--- src/rtl/seg_mtr_drv.sv ---
// Dual H-bridge PWM driver with complementary gates, fixed non-overlap and a latched
// over-current fault. Define OVR_FAULT_EN to compile in over-current detection and the fault FSM.
module seg_mtr_drv #(
  parameter int unsigned DEADTIME  = 32,
  parameter int unsigned OVR_LIMIT = 4
) (
  input  logic        clk,
  input  logic        rst_n,
  input  logic [11:0] lft_spd,
  input  logic [11:0] rght_spd,
  input  logic        OVR_I_lft,
  input  logic        OVR_I_rght,
  input  logic        clr_fault,
  output logic        PWM1_lft,
  output logic        PWM2_lft,
  output logic        PWM1_rght,
  output logic        PWM2_rght,
  output logic        period_start,
  output logic        fault
);

  localparam logic [11:0] DeadW  = 12'(DEADTIME);
  localparam logic [10:0] CntMax = 11'h7ff;

  logic [10:0] cnt_q, duty_lft_q, duty_rght_q;
  logic [10:0] duty_lft_in, duty_rght_in;
  logic [11:0] sum_lft, sum_rght;
  logic        wrap, past_dead, gate_off;
  logic        pwm1_lft_q, pwm2_lft_q, pwm1_rght_q, pwm2_rght_q, period_start_q;
  logic        pwm1_lft_d, pwm2_lft_d, pwm1_rght_d, pwm2_rght_d;

  assign wrap         = (cnt_q == CntMax);
  // Halve the signed speed and bias it to 50% duty.
  assign duty_lft_in  = {~lft_spd[11], lft_spd[10:1]};
  assign duty_rght_in = {~rght_spd[11], rght_spd[10:1]};
  assign sum_lft      = {1'b0, duty_lft_q} + DeadW;
  assign sum_rght     = {1'b0, duty_rght_q} + DeadW;
  assign past_dead    = ({1'b0, cnt_q} >= DeadW);

  always_comb begin
    pwm1_lft_d  = past_dead && (cnt_q < duty_lft_q) && !gate_off;
    pwm2_lft_d  = (sum_lft <= {1'b0, cnt_q}) && !gate_off;
    pwm1_rght_d = past_dead && (cnt_q < duty_rght_q) && !gate_off;
    pwm2_rght_d = (sum_rght <= {1'b0, cnt_q}) && !gate_off;
  end

  always_ff @(posedge clk) begin
    if (!rst_n) begin
      cnt_q          <= '0;
      duty_lft_q     <= 11'h400;
      duty_rght_q    <= 11'h400;
      pwm1_lft_q     <= 1'b0;
      pwm2_lft_q     <= 1'b0;
      pwm1_rght_q    <= 1'b0;
      pwm2_rght_q    <= 1'b0;
      period_start_q <= 1'b0;
    end else begin
      cnt_q          <= cnt_q + 11'd1;
      if (wrap) begin
        duty_lft_q  <= duty_lft_in;
        duty_rght_q <= duty_rght_in;
      end
      pwm1_lft_q     <= pwm1_lft_d;
      pwm2_lft_q     <= pwm2_lft_d;
      pwm1_rght_q    <= pwm1_rght_d;
      pwm2_rght_q    <= pwm2_rght_d;
      period_start_q <= (cnt_q == 11'd0);
    end
  end

  assign PWM1_lft     = pwm1_lft_q;
  assign PWM2_lft     = pwm2_lft_q;
  assign PWM1_rght    = pwm1_rght_q;
  assign PWM2_rght    = pwm2_rght_q;
  assign period_start = period_start_q;

  logic unused_lsb;
  assign unused_lsb = lft_spd[0] ^ rght_spd[0];

`ifdef OVR_FAULT_EN
  typedef enum logic [0:0] {StRun, StFault} state_e;

  localparam logic [3:0] Limit = 4'(OVR_LIMIT);

  state_e     state_q, state_d;
  logic       seen_lft_q, seen_lft_d, seen_rght_q, seen_rght_d;
  logic [3:0] ocnt_lft_q, ocnt_lft_d, ocnt_rght_q, ocnt_rght_d;
  logic       hold_q, hold_d;
  logic       seen_lft, seen_rght, limit_hit;

  // Include this cycle's event so an over-current on the wrap cycle is not lost.
  assign seen_lft  = seen_lft_q | (OVR_I_lft & pwm1_lft_q);
  assign seen_rght = seen_rght_q | (OVR_I_rght & pwm1_rght_q);

  always_comb begin
    seen_lft_d  = seen_lft;
    seen_rght_d = seen_rght;
    ocnt_lft_d  = ocnt_lft_q;
    ocnt_rght_d = ocnt_rght_q;
    state_d     = state_q;
    hold_d      = hold_q && !wrap;
    if (wrap) begin
      seen_lft_d  = 1'b0;
      seen_rght_d = 1'b0;
      ocnt_lft_d  = !seen_lft ? 4'd0 : (ocnt_lft_q == 4'hf) ? 4'hf : ocnt_lft_q + 4'd1;
      ocnt_rght_d = !seen_rght ? 4'd0 : (ocnt_rght_q == 4'hf) ? 4'hf : ocnt_rght_q + 4'd1;
    end
    limit_hit = wrap && ((ocnt_lft_d >= Limit) || (ocnt_rght_d >= Limit));
    unique case (state_q)
      StRun: begin
        if (limit_hit) state_d = StFault;
      end
      StFault: begin
        if (clr_fault && !limit_hit) begin
          state_d     = StRun;
          seen_lft_d  = 1'b0;
          seen_rght_d = 1'b0;
          ocnt_lft_d  = '0;
          ocnt_rght_d = '0;
          // Keep the bridges off until the next period boundary.
          hold_d      = !wrap;
        end
      end
      default: state_d = StRun;
    endcase
  end

  always_ff @(posedge clk) begin
    if (!rst_n) begin
      state_q     <= StRun;
      seen_lft_q  <= 1'b0;
      seen_rght_q <= 1'b0;
      ocnt_lft_q  <= '0;
      ocnt_rght_q <= '0;
      hold_q      <= 1'b0;
    end else begin
      state_q     <= state_d;
      seen_lft_q  <= seen_lft_d;
      seen_rght_q <= seen_rght_d;
      ocnt_lft_q  <= ocnt_lft_d;
      ocnt_rght_q <= ocnt_rght_d;
      hold_q      <= hold_d;
    end
  end

  assign gate_off = (state_q == StFault) || hold_q;
  assign fault    = (state_q == StFault);
`else
  logic unused_ovr;
  assign unused_ovr = OVR_I_lft ^ OVR_I_rght ^ clr_fault;
  assign gate_off   = 1'b0;
  assign fault      = 1'b0;
`endif

endmodule
--- config.mk ---
export PLATFORM = sky130hd
export DESIGN_NAME = seg_mtr_drv
export DESIGN_NICKNAME = d
export VERILOG_FILES = /design/src/rtl/seg_mtr_drv.sv
export SDC_FILE = /design/constraint.sdc
export NUM_CORES = 1
export LEC_CHECK = 0
export ABC_AREA = 1
export BUFFER_PORTS_ARGS = -buffer_cell sky130_fd_sc_hd__clkbuf_2
export CAP_MARGIN = 20
export CORE_UTILIZATION = 45
export DETAILED_ROUTE_END_ITERATION = 10
export GPL_ROUTABILITY_DRIVEN = 0
export PLACE_DENSITY = 0.72
export SYNTH_ARGS = -nofsm -noshare
export SYNTH_HDL_FRONTEND = slang
export SYNTH_SLANG_ARGS = --single-unit
--- constraint.sdc ---
create_clock -name clk -period 3.5 [get_ports clk]
set_input_delay 0 -clock clk [delete_from_list [all_inputs] [get_ports clk]]
set_output_delay 0 -clock clk [all_outputs]
set_load 0.05 [all_outputs]
==> results of run 1 <==
==> kinds of logic after synthesis <==
| kind of cell | after synthesis |
|---|---|
| and+or+nand+nor | 161 |
| AOI/OAI and AO/OA | 53 |
| xor gates and xnor gates | 9 |
| adders and majority gates | 48 |
| DFF | 38 |
| buffers and inverters | 68 |
| other | 1 |
==> Yosys cell counts (2+ instances only) <==
cell type / number / area share
sky130_fd_sc_hd__a211oi_1: 2 / 0.0054
sky130_fd_sc_hd__a21oi_1: 37 / 0.066
sky130_fd_sc_hd__buf_2: 4 / 0.0072
sky130_fd_sc_hd__buf_6: 3 / 0.012
sky130_fd_sc_hd__clkbuf_1: 2 / 0.0027
sky130_fd_sc_hd__dfxtp_1: 38 / 0.27
sky130_fd_sc_hd__ha_1: 48 / 0.21
sky130_fd_sc_hd__inv_1: 54 / 0.072
sky130_fd_sc_hd__inv_2: 2 / 0.0027
sky130_fd_sc_hd__nand2_1: 74 / 0.099
sky130_fd_sc_hd__nand3_1: 17 / 0.030
sky130_fd_sc_hd__nand4_1: 25 / 0.056
sky130_fd_sc_hd__nor2_1: 32 / 0.043
sky130_fd_sc_hd__nor3_1: 3 / 0.0054
sky130_fd_sc_hd__nor3_4: 2 / 0.012
sky130_fd_sc_hd__o211ai_2: 2 / 0.0089
sky130_fd_sc_hd__o21a_1: 2 / 0.0054
sky130_fd_sc_hd__o21ai_0: 6 / 0.011
sky130_fd_sc_hd__o21bai_1: 2 / 0.0054
sky130_fd_sc_hd__xor2_1: 9 / 0.028
==> flip-flops by register name, summed over array words and instances (netlist names) <==
name and count:
PWM2_lft 1, PWM1_rght 1, period_start 1, PWM1_lft 1, duty_lft_q 11, duty_rght_q 11, cnt_q 11, PWM2_rght 1
==> layer usage <==
metal  track usage  part of all wire  vias to the layer above
met1         0.265              0.47                     1117
met2         0.352              0.47                       48
met4         0.105             0.031                        0
met3        0.0292             0.030                       17
met5             0                 0                        -
li1              -                 -                     1338
==> per-stage QoR <==
step,hold slack [ns],setup slack [ns]
detailed placement,0.230,1.47
global route,0.0735,1.26
floorplan,0.121,1.83
finish,0.0541,1.43
global placement,0.225,1.56
CTS,0.0467,1.46
==> area by class of cell <==
type	count	area share
timing repair buffer	52	0.115
inverter	56	0.0642
clock inverter	1	0.00153
clock buffer	7	0.0264
tap	75	0.0287
sequential	38	0.232
multi-input combinational	272	0.532
==> worst max-delay path by stage <==
stage               depth (start not counted)         endpoint
floorplan                                  11        PWM2_rght
global placement                            6  duty_rght_q[10]
detailed placement                          6   duty_lft_q[10]
CTS                                         6  duty_rght_q[10]
global route                                6   duty_rght_q[7]
finish                                      6   duty_rght_q[7]
==> power by group through the flow <==
stage	sequential [mW]	combinational, mW	clock [mW]
after global placement	0.451	0.0651	0
after floorplan	0.454	0.0381	0
after global routing	0.442	0.0975	0.353
after CTS	0.441	0.0866	0.333
after detailed placement	0.451	0.0668	0
final	0.441	0.0877	0.325
==> impl_summary.log, run 1 <==
INFO  metric instances_no_fill = 501
INFO  metric cts_repair_resize_count = 0
INFO  metric ys.warnings.count = 0
INFO  metric antennaDiodeCount = 0
INFO  metric tritoncts = built
INFO  metric floorplan.die.height = 80.9 µm
INFO  metric path_cells = ha_1, nand2_1, nor2_4, nand3_4, nand2_1, a21oi_1
INFO  metric crit_path_start_kind = flip-flop
INFO  metric ir_drop = 165 µV
INFO  metric synth-simple-area-share = 0.271
INFO  metric finalWirelength = 6340 µm
INFO  metric end_of_the_worst_register_to_register_path = duty_rght_q[7]
INFO  metric crit_arrival = 2.23 ns
INFO  metric worst_hold_path.num_cells = 2
INFO  metric cp-end-kind = flip-flop
INFO  metric count_of_endpoints_failing_hold_in_the_final_timing_report = 0
INFO  metric multi_input_area = 1740 µm²
INFO  metric syn_area = 2800 µm²
INFO  metric internal_power = 0.637 mW
INFO  metric dr_total_vias = 2520
INFO  metric ys_ff_latch = 38
INFO  metric worstSkewPairLatency = 0.30 ns
INFO  metric setup_tns = 0 ns
INFO  metric layout.area.seq = 761 µm²
INFO  metric synth.avg_cell_area = 7.40 µm²
INFO  metric design.portCount = 35
INFO  metric layout.cells.most_common = sky130_fd_sc_hd__nand2_1
INFO  metric cp_max_fo = 25
INFO  metric worstSetupPathType = reg -> reg
INFO  metric post-route-min-period = 2.07 ns
INFO  metric power_leakage = 1.52 nW
INFO  metric holdCritPathClass = in -> reg
INFO  metric xor_xnor_share_of_the_synthesized_area = 0.0282
INFO  metric fillers = 593
INFO  metric vias_in_the_first_global_route = 2317
INFO  metric worst_hold_path.endpoint = duty_lft_q[10]
INFO  metric multiplexer_share_of_the_synthesized_area = 0
INFO  metric ctsRootBufferMaster = sky130_fd_sc_hd__clkbuf_8
INFO  metric net-switching-power = 0.217 mW
INFO  metric number_of_nets_with_antenna_violations_after_routing = 0
INFO  metric fin_worst_skew = 0.00656 ns
INFO  metric critical-path-slowest-cell = sky130_fd_sc_hd__nor2_4
INFO  metric area_growth_syn_to_layout = 16.9%
INFO  metric post_cts_hold_buffer_count = 22
INFO  metric reg2regPathDepth = 6
INFO  metric via_density_per_instance = 5.03
INFO  metric post_route_drc = 0
INFO  metric netlist_instances = 378
INFO  metric clock_power_share = 0.381
INFO  metric run_status = complete, no violations
INFO  metric rrSetupSlack = 1.43 ns
INFO  metric cts.clk_slew.worst_paths = 0.08 ns
INFO  metric final_worst_path_period_share = 0.592
INFO  metric finalCoreUtilization = 0.550
INFO  metric worst_slew_margin_rel = 0.581
INFO  metric die_width = 80.9 µm
INFO  metric grt_start_max_net_pins = 29
INFO  metric timing_worst_slew_pin_value = 0.627 ns
INFO  metric crit_family = simple AND/OR/NAND/NOR gates
INFO  metric cp_num_buf_inv = 0
INFO  metric routed_wire_length_per_instance = 12.7 µm
INFO  metric drtPass1Iterations = 4
INFO  metric gr-total-overflow = 0
INFO  metric floorplan.die_area = 6540 µm²
INFO  metric timing.hold.worst.start = rst_n
INFO  metric cts_made_buffers = 5
INFO  metric layout.cells.most_common_list = sky130_fd_sc_hd__nand2_1, sky130_fd_sc_hd__inv_1, sky130_fd_sc_hd__ha_1, sky130_fd_sc_hd__dfxtp_1, sky130_fd_sc_hd__a21oi_1
INFO  metric switching_share = 0.254
INFO  metric timing.critical_path.required = 3.66 ns
INFO  metric synth_fp_nets = 455
INFO  metric power_frac_seq = 0.517
INFO  metric max_freq = 483 MHz
INFO  metric hpwlAfterDp = 4470 µm
INFO  metric overall_power_of_the_completed_layout = 0.854 mW
INFO  metric fp.coreArea = 5960 µm²
INFO  metric clockBufferDepth = 2
INFO  metric seq_area_frac_synth = 0.272
INFO  metric finalMaxSlewViolations = 0
INFO  metric dpl-instance-area = 2960 µm²
INFO  metric setup_viol = 0
INFO  metric synth-edff-count = 0
INFO  metric timing.max_cap.violations = 0
INFO  metric buffer_ports.inserted = 28
INFO  metric yosys.area_share.adder = 0.215
INFO  metric cts_max_level = 2
INFO  metric asyncSetResetFlopFracSynth = 0
INFO  metric critical-path-top-cell-by-count = sky130_fd_sc_hd__nand2_1
INFO  metric nets = 502
INFO  metric cts_setup_buffers = 0
INFO  metric dr.first_iter.drc_count = 147
INFO  metric final_layout_size_suffix_gt1_frac = 0.113
INFO  metric groute.usage.overall = 0.211
INFO  metric timing.critical_path.slowest_cell_delay = 0.51 ns
INFO  metric post-place-cells = 471
INFO  metric dominant_combinational_cell_family_by_area_after_synthesis = simple AND/OR/NAND/NOR gates
INFO  metric rsz0062_at_grt = no
INFO  metric rows = 28
INFO  metric postLayoutCellArea = 3270 µm²
INFO  metric areal_power_density_over_the_cells = 261 nW/µm²
INFO  metric synth_compound_area_frac = 0.107
INFO  metric yosys.cell_types.count = 34
INFO  metric floorplan.initialDensity = 0.470
INFO  metric grt_antenna_before_repair = 0
INFO  metric critical_path.reg2reg.startpoint = cnt_q[0]
INFO  metric combinationalPowerShare = 0.103
INFO  metric dominantRegCellSynth = sky130_fd_sc_hd__dfxtp_1
INFO  metric grt_first_pass_wirelength = 10600 µm
INFO  metric clkSinkCount = 38
INFO  metric crit_path_start = cnt_q[0]
(Power assumes the default switching activity.)
==> run 2: changes to the inputs <==
PLACE_DENSITY = 0.75   (was 0.72)
clock period = 1.75 ns   (was 3.5 ns; I/O delays follow)
==> run 2 against run 1 <==
The flow now finishes with violations (negative setup slack). Maximum frequency rose by 16%. Sequential power is 99% higher. Flip-flop and latch count unchanged. Via count rose by 7.4%. Die area unchanged. Clock skew is 0.0019 ns higher. Largest power group unchanged.
==> impl_summary.log, run 2 (synthesized netlist as in run 1, its figures left out) <==
INFO  metric run_status = finished, violations left (was complete, no violations)
INFO  metric failing_checks = negative setup slack
INFO  metric cts_made_buffers = 5 (unchanged)
INFO  metric tritoncts = built (unchanged)
INFO  metric nets = 531 (was 502)
INFO  metric count_of_endpoints_failing_hold_in_the_final_timing_report = 0 (unchanged)
INFO  metric cts.clk_slew.worst_paths = 0.08 ns (about the same)
INFO  metric design.portCount = 35 (unchanged)
INFO  metric crit_arrival = 1.95 ns (was 2.23 ns)
INFO  metric floorplan.die.height = 80.9 µm (unchanged)
INFO  metric gr-total-overflow = 0 (unchanged)
INFO  metric timing.critical_path.required = 1.92 ns (was 3.66 ns)
INFO  metric drtPass1Iterations = 5 (was 4)
INFO  metric finalMaxSlewViolations = 0 (unchanged)
INFO  metric finalCoreUtilization = 0.603 (was 0.550)
INFO  metric buffer_ports.inserted = 28 (unchanged)
INFO  metric routed_wire_length_per_instance = 13.2 µm (was 12.7 µm)
INFO  metric die_width = 80.9 µm (unchanged)
INFO  metric postLayoutSetupSlackWorst = -0.0322 ns (was 1.43 ns)
INFO  metric ctsRootBufferMaster = sky130_fd_sc_hd__clkbuf_8 (unchanged)
INFO  metric fillers = 518 (was 593)
INFO  metric power_leakage = 1.67 nW (was 1.52 nW)
INFO  metric areal_power_density_over_the_cells = 474 nW/µm² (was 261 nW/µm²)
INFO  metric rsz0062_at_grt = yes (was no)
INFO  metric final_layout_size_suffix_gt1_frac = 0.215 (was 0.113)
INFO  metric grt_antenna_before_repair = 0 (unchanged)
INFO  metric finalWirelength = 6990 µm (was 6340 µm)
INFO  metric fin_worst_skew = 0.00843 ns (was 0.00656 ns)
INFO  metric clkSinkCount = 38 (unchanged)
INFO  metric max_freq = 561 MHz (was 483 MHz)
INFO  metric holdCritPathClass = in -> reg (unchanged)
INFO  metric floorplan.initialDensity = 0.470 (unchanged)
INFO  metric grt_start_max_net_pins = 29 (unchanged)
INFO  metric dr_total_vias = 2707 (was 2520)
INFO  metric timing.max_cap.violations = 0 (unchanged)
INFO  metric layout.cells.most_common_list = sky130_fd_sc_hd__nand2_1, sky130_fd_sc_hd__inv_1, sky130_fd_sc_hd__ha_1, sky130_fd_sc_hd__a21oi_1 (was sky130_fd_sc_hd__nand2_1, sky130_fd_sc_hd__inv_1, sky130_fd_sc_hd__ha_1, sky130_fd_sc_hd__dfxtp_1, sky130_fd_sc_hd__a21oi_1)
INFO  metric setup_viol = 1 (was 0)
INFO  metric via_density_per_instance = 5.11 (was 5.03)
INFO  metric layout.cells.most_common = sky130_fd_sc_hd__nand2_1 (unchanged)
INFO  metric clockBufferDepth = 2 (unchanged)
INFO  metric layout_top_registers = cnt_q: 11 flops, duty_lft_q: 11 flops, duty_rght_q: 11 flops (unchanged)
INFO  metric floorplan.die_area = 6540 µm² (unchanged)
INFO  metric worstSkewPairLatency = 0.29 ns (was 0.30 ns)
INFO  metric timing_worst_slew_pin_value = 0.528 ns (was 0.627 ns)
INFO  metric number_of_nets_with_antenna_violations_after_routing = 0 (unchanged)
INFO  metric ir_drop = 496 µV (was 165 µV)
INFO  metric cts_max_level = 2 (unchanged)
INFO  metric post-place-cells = 491 (was 471)
INFO  metric worst_slew_margin_rel = 0.648 (was 0.581)
INFO  metric post_route_drc = 0 (unchanged)
INFO  metric cp_max_fo = 3 (was 25)
INFO  metric rows = 28 (unchanged)
INFO  metric cp-end-kind = flip-flop (unchanged)
INFO  metric grt_first_pass_wirelength = 11400 µm (was 10600 µm)
INFO  metric groute.usage.overall = 0.227 (was 0.211)
INFO  metric final_worst_path_period_share = 1.02 (was 0.592)
INFO  metric antennaDiodeCount = 0 (unchanged)
INFO  metric crit_path_start_kind = flip-flop (unchanged)
INFO  metric area_growth_syn_to_layout = 28.3% (was 16.9%)
INFO  metric post-route-min-period = 1.78 ns (was 2.07 ns)
INFO  metric fp.coreArea = 5960 µm² (unchanged)
INFO  metric vias_in_the_first_global_route = 2623 (was 2317)
INFO  metric instances_no_fill = 530 (was 501)
INFO  metric dr.first_iter.drc_count = 171 (was 147)
INFO  metric hpwlAfterDp = 4730 µm (was 4470 µm)
INFO  metric worstSetupPathType = reg -> reg (unchanged)
## run 2: worst paths after layout
kind	startpoint	to	slack, ns	cells past startpoint
worst min-delay path	rst_n	duty_rght_q[10]	0.06	2
worst max-delay path	duty_lft_q[6]	PWM2_lft	-0.03	10
worst max register to register	duty_lft_q[6]	PWM2_lft	-0.03	10
worst min register to register	cnt_q[0]	cnt_q[0]	0.48	1
## run 2: timing repair
| item | in CTS | in global routing |
|---|---|---|
| endpoints found under the hold margin | 22 | 0 |
| buffers inserted | 2 | 6 |
| pin swaps | 3 | 17 |
| setup endpoints to repair | 2 | 25 |
| cloned | 0 | 1 |
| hold buffers | 22 | 0 |
| resized for setup | 11 | 17 |
## run 2: report_power, final
part / internal [mW] / total [mW] / switching, mW
clock network: 0.318 / 0.644 / 0.325
registers: 0.868 / 0.876 / 0.00812
logic: 0.0850 / 0.182 / 0.0970
## run 2: routing by layer
layer / vias to the layer above / share of wire / global-route usage
met5: - / 0 / 0
met4: 0 / 0.032 / 0.0982
met3: 19 / 0.053 / 0.0472
met2: 86 / 0.48 / 0.393
met1: 1200 / 0.44 / 0.270
li1: 1402 / - / -
## run 2: area by class of cell
class | instances | area [µm²] | share of cell area
clock buffers | 7 | 86.3 | 0.0240
well taps | 75 | 93.8 | 0.0261
clock inverters | 1 | 5.00 | 0.00139
multi-input cells | 273 | 1830 | 0.510
repair buffers | 80 | 586 | 0.163
flip-flops and latches | 38 | 778 | 0.217
inverters | 56 | 210 | 0.0585
## run 2: through the flow
| stage | setup slack (ns) | power [mW] | area, µm² | hold WS [ns] | TNS [ns] |
|---|---|---|---|---|---|
| finish | -0.0322 | 1.70 | 3590 | 0.0589 | -0.0322 |
| global route | -0.155 | 1.79 | 3590 | 0.0601 | -0.305 |
| CTS | 0.00463 | 1.72 | 3480 | 0.0414 | 0 |
| detailed placement | -0.0595 | 1.04 | 3110 | 0.225 | -0.105 |
| global placement | 0.0287 | 1.04 | 3110 | 0.225 | 0 |
| floorplan | 0.0840 | 0.984 | 2800 | 0.121 | 0 |
## run 2: worst max-delay path, stage by stage (launching register included)
cell	delay (ns)
sky130_fd_sc_hd__dfxtp_2	0.37
sky130_fd_sc_hd__buf_4	0.13
sky130_fd_sc_hd__nand3_2	0.10
sky130_fd_sc_hd__nor3_2	0.20
sky130_fd_sc_hd__xor2_1	0.10
sky130_fd_sc_hd__ha_1	0.33
sky130_fd_sc_hd__nand4_1	0.10
sky130_fd_sc_hd__nor2_2	0.12
sky130_fd_sc_hd__nand3_1	0.09
sky130_fd_sc_hd__nand2_1	0.08
sky130_fd_sc_hd__a21oi_2	0.05
==> run 3: changes to the inputs <==
CELL_PAD_IN_SITES_DETAIL_PLACEMENT = 2   (was unset)
CELL_PAD_IN_SITES_GLOBAL_PLACEMENT = 2   (was unset)
CORE_UTILIZATION = 30   (was 45)
PLACE_DENSITY = 0.84   (was 0.75)
==> run 3 against run 2 <==
The run ends with negative hold slack, negative setup slack left. Largest power group unchanged. Non-clock buffer count grew 8. Clock power increased by 9.5%. Sequential power is essentially flat. Largest cell class unchanged.
==> impl_summary.log, run 3 (synthesized netlist as in run 1, its figures left out) <==
INFO  metric run_status = finished, violations left (unchanged)
INFO  metric failing_checks = negative hold slack, negative setup slack (was negative setup slack)
INFO  metric area_growth_syn_to_layout = 39.7% (was 28.3%)
INFO  metric timing.hold.worst.start = rght_spd[10] (was rst_n)
INFO  metric crit_family = adder cells (was simple AND/OR/NAND/NOR gates)
INFO  metric hold_slack_final = -0.00114 ns (was 0.0589 ns)
INFO  metric ctsRootBufferMaster = sky130_fd_sc_hd__clkbuf_8 (unchanged)
INFO  metric layout.cells.most_common = sky130_fd_sc_hd__nand2_1 (unchanged)
INFO  metric switching_share = 0.292 (was 0.253)
INFO  metric areal_power_density_over_the_cells = 461 nW/µm² (was 474 nW/µm²)
INFO  metric floorplan.initialDensity = 0.315 (was 0.470)
INFO  metric final_layout_size_suffix_gt1_frac = 0.311 (was 0.215)
INFO  metric cts_max_level = 2 (unchanged)
INFO  metric hpwlAfterDp = 7550 µm (was 4730 µm)
INFO  metric fin_worst_skew = 0.0145 ns (was 0.00843 ns)
INFO  metric count_of_endpoints_failing_hold_in_the_final_timing_report = 1 (was 0)
INFO  metric cp_max_fo = 2 (was 3)
INFO  metric cp_num_buf_inv = 2 (was 1)
INFO  metric drtPass1Iterations = 7 (was 5)
INFO  metric clock_power_share = 0.391 (was 0.378)
INFO  metric worst_slew_margin_rel = 0.575 (was 0.648)
INFO  metric postLayoutSetupSlackWorst = -0.208 ns (was -0.0322 ns)
INFO  metric max_freq = 511 MHz (was 561 MHz)
INFO  metric nets = 539 (was 531)
INFO  metric cts.clk_slew.worst_paths = 0.10 ns (was 0.08 ns)
INFO  metric final_worst_path_period_share = 1.12 (was 1.02)
INFO  metric path_cells = ha_4, buf_4, xor2_2, ha_1, nand2_2, inv_2, nand2_1, nor2_2, nand3_1, nand2_2, a21oi_2 (was buf_4, nand3_2, nor3_2, xor2_1, ha_1, nand4_1, nor2_2, nand3_1, nand2_1, a21oi_2)
INFO  metric post_route_drc = 0 (unchanged)
INFO  metric antennaDiodeCount = 0 (unchanged)
INFO  metric dr_total_vias = 3163 (was 2707)
INFO  metric timing_worst_slew_pin_value = 0.637 ns (was 0.528 ns)
INFO  metric crit_path_start = duty_lft_q[6] (unchanged)
INFO  metric cts_made_buffers = 5 (unchanged)
INFO  metric cp-end-kind = flip-flop (unchanged)
INFO  metric power_leakage = 1.77 nW (was 1.67 nW)
INFO  metric holdCritPathClass = in -> reg (unchanged)
INFO  metric setup_viol = 9 (was 1)
INFO  metric dr.first_iter.drc_count = 143 (was 171)
INFO  metric combinationalPowerShare = 0.122 (was 0.107)
INFO  metric finalWirelength = 14700 µm (was 6990 µm)
INFO  metric floorplan.die.height = 98.6 µm (was 80.9 µm)
INFO  metric worstSkewPairLatency = 0.31 ns (was 0.29 ns)
INFO  metric vias_in_the_first_global_route = 3507 (was 2623)
INFO  metric rsz0062_at_grt = yes (unchanged)
INFO  metric grt_first_pass_wirelength = 19800 µm (was 11400 µm)
INFO  metric die_width = 98.6 µm (was 80.9 µm)
INFO  metric power_frac_seq = 0.487 (was 0.515)
INFO  metric critical_path.reg2reg.startpoint = duty_lft_q[6] (unchanged)
INFO  metric timing.critical_path.required = 1.93 ns (was 1.92 ns)
INFO  metric timing.critical_path.slowest_cell_delay = 0.37 ns (about the same)
INFO  metric clockBufferDepth = 2 (unchanged)
INFO  metric via_density_per_instance = 5.54 (was 5.11)
INFO  metric groute.usage.overall = 0.268 (was 0.227)
INFO  metric layout.cells.most_common_list = sky130_fd_sc_hd__nand2_1, sky130_fd_sc_hd__inv_1, sky130_fd_sc_hd__ha_1, sky130_fd_sc_hd__buf_4, sky130_fd_sc_hd__a21oi_1 (was sky130_fd_sc_hd__nand2_1, sky130_fd_sc_hd__inv_1, sky130_fd_sc_hd__ha_1, sky130_fd_sc_hd__a21oi_1)
INFO  metric routed_wire_length_per_instance = 25.8 µm (was 13.2 µm)
INFO  metric floorplan.die_area = 9720 µm² (was 6540 µm²)
INFO  metric critical-path-top-cell-by-count = sky130_fd_sc_hd__nand2_2
INFO  metric buffer_ports.inserted = 28 (unchanged)
INFO  metric design.portCount = 35 (unchanged)
INFO  metric fp.coreArea = 8890 µm² (was 5960 µm²)
INFO  metric pre_cts_ws = -0.250 ns (was -0.0595 ns)
INFO  metric post-route-min-period = 1.96 ns (was 1.78 ns)
INFO  metric critical-path-slowest-cell = sky130_fd_sc_hd__dfxtp_4 (was sky130_fd_sc_hd__dfxtp_2)
INFO  metric rows = 34 (was 28)
INFO  metric number_of_nets_with_antenna_violations_after_routing = 0 (unchanged)
INFO  metric gr-total-overflow = 0 (unchanged)
INFO  metric crit_path_start_kind = flip-flop (unchanged)
INFO  metric timing.max_cap.violations = 0 (unchanged)
INFO  metric tritoncts = built (unchanged)
INFO  metric layout_top_registers = cnt_q: 11 flops, duty_lft_q: 11 flops, duty_rght_q: 11 flops (unchanged)
INFO  metric grt_start_max_net_pins = 29 (unchanged)
INFO  metric setup_tns = -0.638 ns (was -0.0322 ns)
INFO  metric grt_antenna_before_repair = 0 (unchanged)
INFO  metric internal_power = 1.28 mW (was 1.27 mW)
INFO  metric worstSetupPathType = reg -> reg (unchanged)
INFO  metric clkSinkCount = 38 (unchanged)
INFO  metric finalMaxSlewViolations = 0 (unchanged)
INFO  metric net-switching-power = 0.526 mW (was 0.430 mW)
INFO  metric crit_arrival = 2.14 ns (was 1.95 ns)
INFO  metric ir_drop = 301 µV (was 496 µV)
-- run 3: worst paths after layout --
kind	end	slack [ns]	cells after the start
max	PWM2_lft	-0.21	11
max reg2reg	PWM2_lft	-0.21	11
min	duty_rght_q[9]	-0.001	3
min reg2reg	cnt_q[0]	0.51	1
-- run 3: tightest hold or removal path, delay by kind of cell --
family	cells	cell delay (ns)
compound gates	1	0.07
buf+inv	1	0.09
simple gates	1	0.11
-- run 3: layout make-up --
class	instances	area, µm²
clock inverters	1	5.00
repair buffers	88	657
inverters	56	214
well taps	108	135
multi-input cells	273	2030
clock buffers	7	86.3
fillers	981	4980
flip-flops and latches	38	783
-- run 3: routing by layer --
| metal | track usage | vias to the layer above | share of wire |
|---|---|---|---|
| met5 | 0 | - | 0 |
| met4 | 0.110 | 0 | 0.041 |
| met3 | 0.0369 | 47 | 0.034 |
| met2 | 0.512 | 98 | 0.54 |
| met1 | 0.297 | 1605 | 0.39 |
| li1 | - | 1413 | - |
-- run 3: through the flow --
step                instances  power [mW]   util  hold slack [ns]  cell area, µm²
floorplan                 378       0.984      -            0.121            2800
global placement          531        1.04  0.361            0.229            3210
detailed placement        531        1.06  0.361            0.234            3210
CTS                       563        1.75  0.409        0.0000956            3630
global route              571        1.83  0.440          0.00662            3910
finish                    571        1.80  0.440         -0.00114            3910
-- run 3: timing repair --
item,4_1_cts,5_1_grt
hold endpoints to repair,20,0
resized for setup,27,50
pin swaps,17,32
setup buffers,3,8
gates cloned,1,0
setup endpoints to repair,7,29
hold buffers,20,0
-- run 3: power groups by stage --
stage / clock network (mW) / logic (mW) / registers, mW
floorplan: 0 / 0.0762 / 0.908
global placement: 0 / 0.144 / 0.900
detailed placement: 0 / 0.157 / 0.901
CTS: 0.678 / 0.194 / 0.878
global route: 0.721 / 0.236 / 0.877
finish: 0.705 / 0.220 / 0.876
